--- src/rtl/reg_file_pkg.sv ---
// ============================================================================
// Module : reg_file_pkg
// Shared types and sizing for the integer register file and its scoreboard.
// Rev    : 1.0  initial release
// ============================================================================
`default_nettype none

package reg_file_pkg;
   localparam int XLEN   = 32;
   localparam int NREGS  = 32;
   localparam int ADDR_W = $clog2(NREGS);

   typedef logic [ADDR_W-1:0] rs_addr_t;
   typedef logic [XLEN-1:0]   xdata_t;

   localparam rs_addr_t REG_ZERO = '0;

   function automatic logic is_zero_reg(rs_addr_t a);
      return a == REG_ZERO;
   endfunction
endpackage

`default_nettype wire

--- src/rtl/reg_file_if.sv ---
// ============================================================================
// Module : reg_file_if
// Decode/writeback-side bundle of the register file: write, read, issue ports.
// Rev    : 1.0  initial release
// ============================================================================
`default_nettype none

interface reg_file_if;
   import reg_file_pkg::*;

   logic     wb_en;
   rs_addr_t wb_addr;
   xdata_t   wb_data;
   rs_addr_t rs1_addr;
   logic     rs1_used;
   xdata_t   rs1_data;
   rs_addr_t rs2_addr;
   logic     rs2_used;
   xdata_t   rs2_data;
   logic     issue_en;
   rs_addr_t issue_rd;
   logic     issue_rd_en;
   logic     flush;
   logic     hazard;
   logic     issue_fire;

   modport master (
      output wb_en, wb_addr, wb_data,
      output rs1_addr, rs1_used, rs2_addr, rs2_used,
      output issue_en, issue_rd, issue_rd_en, flush,
      input  rs1_data, rs2_data, hazard, issue_fire
   );

   modport slave (
      input  wb_en, wb_addr, wb_data,
      input  rs1_addr, rs1_used, rs2_addr, rs2_used,
      input  issue_en, issue_rd, issue_rd_en, flush,
      output rs1_data, rs2_data, hazard, issue_fire
   );
endinterface

`default_nettype wire

--- src/rtl/reg_file_scoreboard.sv ---
// ============================================================================
// Module : regfile_scoreboard
// Busy-bit vector with set/clear/flush and bypass-aware lookup of 3 addresses.
// Rev    : 1.0  initial release
// ============================================================================
`default_nettype none

module regfile_scoreboard
   import reg_file_pkg::*;
#(
   parameter bit BYPASS_EN = 1'b1
) (
   input  wire logic       clk,
   input  wire logic       rst,
   input  wire logic       i_set_en,
   input  wire rs_addr_t   i_set_addr,
   input  wire logic       i_wb_en,
   input  wire rs_addr_t   i_wb_addr,
   input  wire logic       i_flush,
   input  wire rs_addr_t   i_look_addr [3],
   output logic [2:0]      o_eff_busy
);

   logic [NREGS-1:0] r_busy;
   logic [NREGS-1:0] w_busy_nxt;

   // Later assignments take priority: clear, then set (newer producer), then flush.
   always_comb begin
      w_busy_nxt = r_busy;
      if (i_wb_en && !is_zero_reg(i_wb_addr))
         w_busy_nxt[i_wb_addr] = 1'b0;
      if (i_set_en && !is_zero_reg(i_set_addr))
         w_busy_nxt[i_set_addr] = 1'b1;
      if (i_flush)
         w_busy_nxt = '0;
      w_busy_nxt[0] = 1'b0;
   end

   always_ff @(posedge clk or posedge rst) begin
      if (rst)
         r_busy <= '0;
      else
         r_busy <= w_busy_nxt;
   end

   for (genvar k = 0; k < 3; k++) begin : g_look
      logic w_byp_hit;
      assign w_byp_hit     = BYPASS_EN && i_wb_en && (i_wb_addr == i_look_addr[k]);
      assign o_eff_busy[k] = r_busy[i_look_addr[k]] & ~w_byp_hit;
   end

endmodule

`default_nettype wire

--- src/rtl/reg_file.sv ---
// ============================================================================
// Module : reg_file
// Integer register file: 2 combinational read ports, 1 write port, RAW/WAW
// hazard detection from a busy-bit scoreboard.
// Rev    : 1.0  initial release
// ============================================================================
`default_nettype none

module reg_file
   import reg_file_pkg::*;
#(
   parameter bit BYPASS_EN = 1'b1
) (
   input  wire logic clk,
   input  wire logic rst,
   reg_file_if.slave bus
);

   xdata_t   r_regs [NREGS];
   logic     w_wb_write;
   logic     w_hazard;
   logic     w_fire;
   logic     w_set_en;
   logic [2:0] w_eff_busy;
   rs_addr_t w_look_addr [3];

   assign w_wb_write = bus.wb_en && !is_zero_reg(bus.wb_addr);

   always_ff @(posedge clk or posedge rst) begin
      if (rst) begin
         for (int i = 0; i < NREGS; i++)
            r_regs[i] <= '0;
      end else if (w_wb_write) begin
         r_regs[bus.wb_addr] <= bus.wb_data;
      end
   end

   function automatic xdata_t read_mux(input logic     in_rst,
                                       input rs_addr_t a,
                                       input logic     wb_en,
                                       input rs_addr_t wb_addr,
                                       input xdata_t   wb_data,
                                       input xdata_t   stored);
      if (in_rst || is_zero_reg(a))
         return '0;
      else if (BYPASS_EN && wb_en && (wb_addr == a))
         return wb_data;
      else
         return stored;
   endfunction

   assign bus.rs1_data = read_mux(rst, bus.rs1_addr, bus.wb_en, bus.wb_addr,
                                  bus.wb_data, r_regs[bus.rs1_addr]);
   assign bus.rs2_data = read_mux(rst, bus.rs2_addr, bus.wb_en, bus.wb_addr,
                                  bus.wb_data, r_regs[bus.rs2_addr]);

   assign w_look_addr[0] = bus.rs1_addr;
   assign w_look_addr[1] = bus.rs2_addr;
   assign w_look_addr[2] = bus.issue_rd;

   // Third lookup is the WAW check on the issuing destination.
   assign w_hazard = ~rst & ((bus.rs1_used    & w_eff_busy[0]) |
                             (bus.rs2_used    & w_eff_busy[1]) |
                             (bus.issue_rd_en & w_eff_busy[2]));
   assign w_fire   = ~rst & bus.issue_en & ~w_hazard & ~bus.flush;
   assign w_set_en = w_fire & bus.issue_rd_en;

   assign bus.hazard     = w_hazard;
   assign bus.issue_fire = w_fire;

   regfile_scoreboard #(
      .BYPASS_EN (BYPASS_EN)
   ) u_scoreboard (
      .clk         (clk),
      .rst         (rst),
      .i_set_en    (w_set_en),
      .i_set_addr  (bus.issue_rd),
      .i_wb_en     (bus.wb_en),
      .i_wb_addr   (bus.wb_addr),
      .i_flush     (bus.flush),
      .i_look_addr (w_look_addr),
      .o_eff_busy  (w_eff_busy)
   );

endmodule

`default_nettype wire

--- src/flat_wrapper.sv ---
// flat-port wrapper written by rule: the top's interface ports become plain ports
module reg_file_flat import reg_file_pkg::*;
#(
   parameter bit BYPASS_EN = 1'b1
)
  (clk, rst, bus_wb_en, bus_wb_addr, bus_wb_data, bus_rs1_addr, bus_rs1_used, bus_rs2_addr, bus_rs2_used, bus_issue_en, bus_issue_rd, bus_issue_rd_en, bus_flush, bus_rs1_data, bus_rs2_data, bus_hazard, bus_issue_fire);
  reg_file_if bus_i ();
  input  wire logic clk;
  input  wire logic rst;
  input wire logic [$bits(bus_i.wb_en)-1:0] bus_wb_en;
  input wire logic [$bits(bus_i.wb_addr)-1:0] bus_wb_addr;
  input wire logic [$bits(bus_i.wb_data)-1:0] bus_wb_data;
  input wire logic [$bits(bus_i.rs1_addr)-1:0] bus_rs1_addr;
  input wire logic [$bits(bus_i.rs1_used)-1:0] bus_rs1_used;
  input wire logic [$bits(bus_i.rs2_addr)-1:0] bus_rs2_addr;
  input wire logic [$bits(bus_i.rs2_used)-1:0] bus_rs2_used;
  input wire logic [$bits(bus_i.issue_en)-1:0] bus_issue_en;
  input wire logic [$bits(bus_i.issue_rd)-1:0] bus_issue_rd;
  input wire logic [$bits(bus_i.issue_rd_en)-1:0] bus_issue_rd_en;
  input wire logic [$bits(bus_i.flush)-1:0] bus_flush;
  output wire logic [$bits(bus_i.rs1_data)-1:0] bus_rs1_data;
  output wire logic [$bits(bus_i.rs2_data)-1:0] bus_rs2_data;
  output wire logic [$bits(bus_i.hazard)-1:0] bus_hazard;
  output wire logic [$bits(bus_i.issue_fire)-1:0] bus_issue_fire;
  assign bus_i.wb_en = bus_wb_en;
  assign bus_i.wb_addr = bus_wb_addr;
  assign bus_i.wb_data = bus_wb_data;
  assign bus_i.rs1_addr = bus_rs1_addr;
  assign bus_i.rs1_used = bus_rs1_used;
  assign bus_i.rs2_addr = bus_rs2_addr;
  assign bus_i.rs2_used = bus_rs2_used;
  assign bus_i.issue_en = bus_issue_en;
  assign bus_i.issue_rd = bus_issue_rd;
  assign bus_i.issue_rd_en = bus_issue_rd_en;
  assign bus_i.flush = bus_flush;
  assign bus_rs1_data = bus_i.rs1_data;
  assign bus_rs2_data = bus_i.rs2_data;
  assign bus_hazard = bus_i.hazard;
  assign bus_issue_fire = bus_i.issue_fire;
  reg_file #(.BYPASS_EN(BYPASS_EN)) u_core (.clk(clk), .rst(rst), .bus(bus_i));
endmodule
--- config.mk ---
export PLATFORM = sky130hd
export DESIGN_NAME = reg_file_flat
export DESIGN_NICKNAME = d
export VERILOG_FILES = /design/src/rtl/reg_file_pkg.sv /design/src/rtl/reg_file_if.sv /design/src/rtl/reg_file_scoreboard.sv /design/src/rtl/reg_file.sv /design/src/flat_wrapper.sv
export SDC_FILE = /design/constraint.sdc
export NUM_CORES = 2
export LEC_CHECK = 0
export CAP_MARGIN = 40
export CORE_MARGIN = 2
export CORE_UTILIZATION = 35
export CTS_BUF_LIST = sky130_fd_sc_hd__clkbuf_8
export DETAILED_ROUTE_END_ITERATION = 8
export GPL_ROUTABILITY_DRIVEN = 1
export GPL_TIMING_DRIVEN = 1
export PLACE_DENSITY = 0.5
export SYNTH_ARGS = -nofsm -noshare
export SYNTH_HDL_FRONTEND = slang
export SYNTH_HIERARCHICAL = 1
export SYNTH_SLANG_ARGS = --single-unit
--- constraint.sdc ---
create_clock -name clk -period 129.2 [get_ports clk]
set_input_delay 38.76 -clock clk [delete_from_list [all_inputs] [get_ports clk]]
set_output_delay 38.76 -clock clk [all_outputs]
set_load 0.005 [all_outputs]
==> summary.md <==
| Metric | Value |
|---|---|
| Outcome | finished clean |
| Initial antenna violation count | 7 |
| Hold Vio Cnt, Final | 0 |
| Max cap viols | 0 |
| Residual DRC | 0 |
| Clock tree sinks | approximately 1,100 |
| Max Slew Vio Count | 0 |
| Critical Path Source Type | input pin |
| Top area cells in the synthesized netlist | dfrtp_1, mux2_2, mux4_2 |
| Avg Inst Size Synth | 13.8 um^2 |
| Most frequent cells after synthesis | dfrtp_1, mux2_2, mux2i_1 |
| Top-count cell post-synth | dfrtp_1 |
| Share of layout cells above drive strength 1 | 40.5% |
| Synthesized cell area | 0.0575 mm^2 |
| Peak supply drop | 10.1 uV |
| CTS Buffer Depth | 3 |
| Placed cells | 6,152 |
| Global-route wire length before repair | ~300 mm |
| Starting Density | 35.3% |
| Final-stage net count | 4,227 |
| Layout area overhead | 13.8% |
| Crit path required time | 90,440 ps |
| Net Count, Synth | 4,213 |
| Async set-reset flop share out of synthesis | 100% |
| Ys Warns | 6 |
| Clock-pin slew on the worst setup and hold paths | 60 ps |
| Full die area | 0.167 mm^2 |
| Routed vias/inst | approximately 6 |
| Final setup viols | 0 |
| Largest net degree at the start of global routing | 154 |
| CTS buffer count | about 190 |
| Number of iterations in the first detailed-routing pass | 5 |
| Setup_tns | 0 ps |
| Arrival time of the worst setup path | around 44,000 ps |
| FF+latch area | roughly 0.026 mm^2 |
| Finished Core Util | around two fifths |
| Tmin final | 82,300 ps |
| Iter 0 DRT Violations | 3,224 |
| Final setup margin | 46,900 ps |
| Pwr/cell area | 14.3 mW/mm^2 |
| Setup bufs post-CTS | 0 |
| Routability cong. | 0.768 |
| Detailed Place HPWL | around 120 mm |
| Multi-input logic area | 0.0292 mm^2 |
| Final hold slack | 398 ps |
| CP Class | in2out |
| CP most frequent cell | buf_4 |
| RSZ-0062 raised after global routing | no |
| Vias in the first global route | around 40,000 |
| M1 WL | 91.5 mm |
| Antenna Nets Post-Route | 0 |
| Fillers | 15,400 |
| GRT Total Usage | between 20% and 30% |
| Final Skew | 5.39 ps |
| Row count | 148 |
| Max Freq | 12.2 MHz |
| Die span in x | between 400 and 500 um |
| DR WL met2 | 96.4 mm |
| Met3 Routed Length | 11.3 mm |
| Max_slew headroom | 35.1% |
| Via count | just under 40,000 |
| CP max stage delay | 720 ps |
| CTS tree | built |
| Clock latency on the worst-skew pair | between 900 and 1000 ps |
| Placement Setup Slack | 46,780 ps |
| Non-filler cells, final | 6,479 |
| DR top layer | met5 |
| Slew @ Worst Pin | 973 ps |
| Total gr overflow | 0 |
| Critical path's slowest cell | buf_4 |
| Period utilisation layout | between 60% and 70% |
| Root buf cell | clkbuf_8 |
| Post-Route WL | 205 mm |
| Leakage dissipation | 28.5 nW |
| Avg WL per Cell | between 30 and 40 um |
| CORE AREA | 0.163 mm^2 |
| Yosys top cell area share | 45.9% |
| Final Power | 0.936 mW |
| Die Ht | 409 um |
| Max H-tree Level | 4 |
| Num ports | 126 |
| Worst-path fanout max | 69 |
| Buffers on Ports | 125 |
| Synth Flop Type | dfrtp_1 |
| CP cell instances | buf_8, buf_4, buf_16, buf_4, buf_4, mux4_2, a22o_1, a211o_1, a32o_1, clkdlybuf4s50_1 |
| Post-synth EDFFs | 0 |
| Dpl cell area | 0.0618 mm^2 |
| Post-synthesis cell count | just over 4,000 |
| Post-route cell area | 0.0654 mm^2 |
| CTS Hold Bufs | 0 |
| Crit end category | output pin |
| Sequential-to-total area share from yosys stat | approximately 46% |
| Count of different cell masters after synthesis | between 60 and 70 |
| # resized after CTS | 0 |
| Flops & latches, synth | 1,055 |
| Synth area leader | dfrtp_1 |
| Min-Delay Path Class | reg2reg |
state kept, by name, indices dropped and copies added, names as in the netlist:
name,cells
u_core/u_scoreboard/r_busy,31
u_core/r_regs,1024
report_power, final:
part	switching (mW)	internal, mW
logic	0.0811	0.111
clock network	0.146	0.162
registers	0.0448	0.392
total	0.272	0.664
placed cells by master, fill, tap and decap left out, types with 57 or more instances in the layout:
master / n
mux4_2: 357
clkdlybuf4s50_1: 117
a22oi_1: 91
mux2_1: 102
a21oi_1: 64
mux2_2: 904
mux2i_1: 367
a32o_1: 59
inv_1: 79
clkbuf_8: 228
buf_4: 112
o22ai_1: 61
o221ai_1: 57
nand2_1: 154
dfrtp_1: 1055
final timing paths:
kind | slack [ps] | to | from | depth (start not counted)
worst max-delay path | 46900 | bus_rs2_data[29] | bus_rs2_addr[0] | 10
worst min-delay path | 400 | u_core/r_regs[1012]$_DFFE_PP0P_ | u_core/r_regs[1012]$_DFFE_PP0P_ | 0
worst max register to register | 125780 | u_core/u_scoreboard/r_busy[6]$_DFF_PP0_ | u_core/u_scoreboard/r_busy[16]$_DFF_PP0_ | 10
worst min register to register | 400 | u_core/r_regs[1012]$_DFFE_PP0P_ | u_core/r_regs[1012]$_DFFE_PP0P_ | 0
max in group asynchronous | 87460 | u_core/r_regs[109]$_DFFE_PP0P_ | rst | 7
min in group asynchronous | 38560 | u_core/u_scoreboard/r_busy[26]$_DFF_PP0_ | rst | 3
cell type report:
type	instances	area share (%)
clock inverter	95	0.742
multi-input combinational	2622	44.7
clock buffer	228	4.80
tap	2175	4.16
inverter	7	0.0555
sequential	1055	40.4
antenna	4	0.0153
timing repair buffer	293	5.19
critical path: cells and delay by family:
| family | cells | cell delay [ps] |
|---|---|---|
| multiplexers | 1 | 580 |
| AO/OA/AOI/OAI | 3 | 920 |
| buffers and inverters | 6 | 3160 |
per-layer routing:
layer  vias to the layer above  global-route usage (%)
met2                      1240                    38.7
met1                     21200                    33.7
met3                       342                    4.54
met5                         -                   0.776
li1                      16000                       -
met4                         4                    7.37
cells by family (layout without fill, tap and decap cells):
logic type      Yosys count  count (layout)  synth area share (%)
compound gates          528             528                  6.79
xor+xnor                 25              25                 0.381
buf+inv                 476             623                  3.76
flops                  1055            1055                  45.9
mux                    1739            1739                  40.5
other cells               0               4                     0
simple gates            330             330                  2.61
No activity file was read; power rests on OpenSTA's default activity.
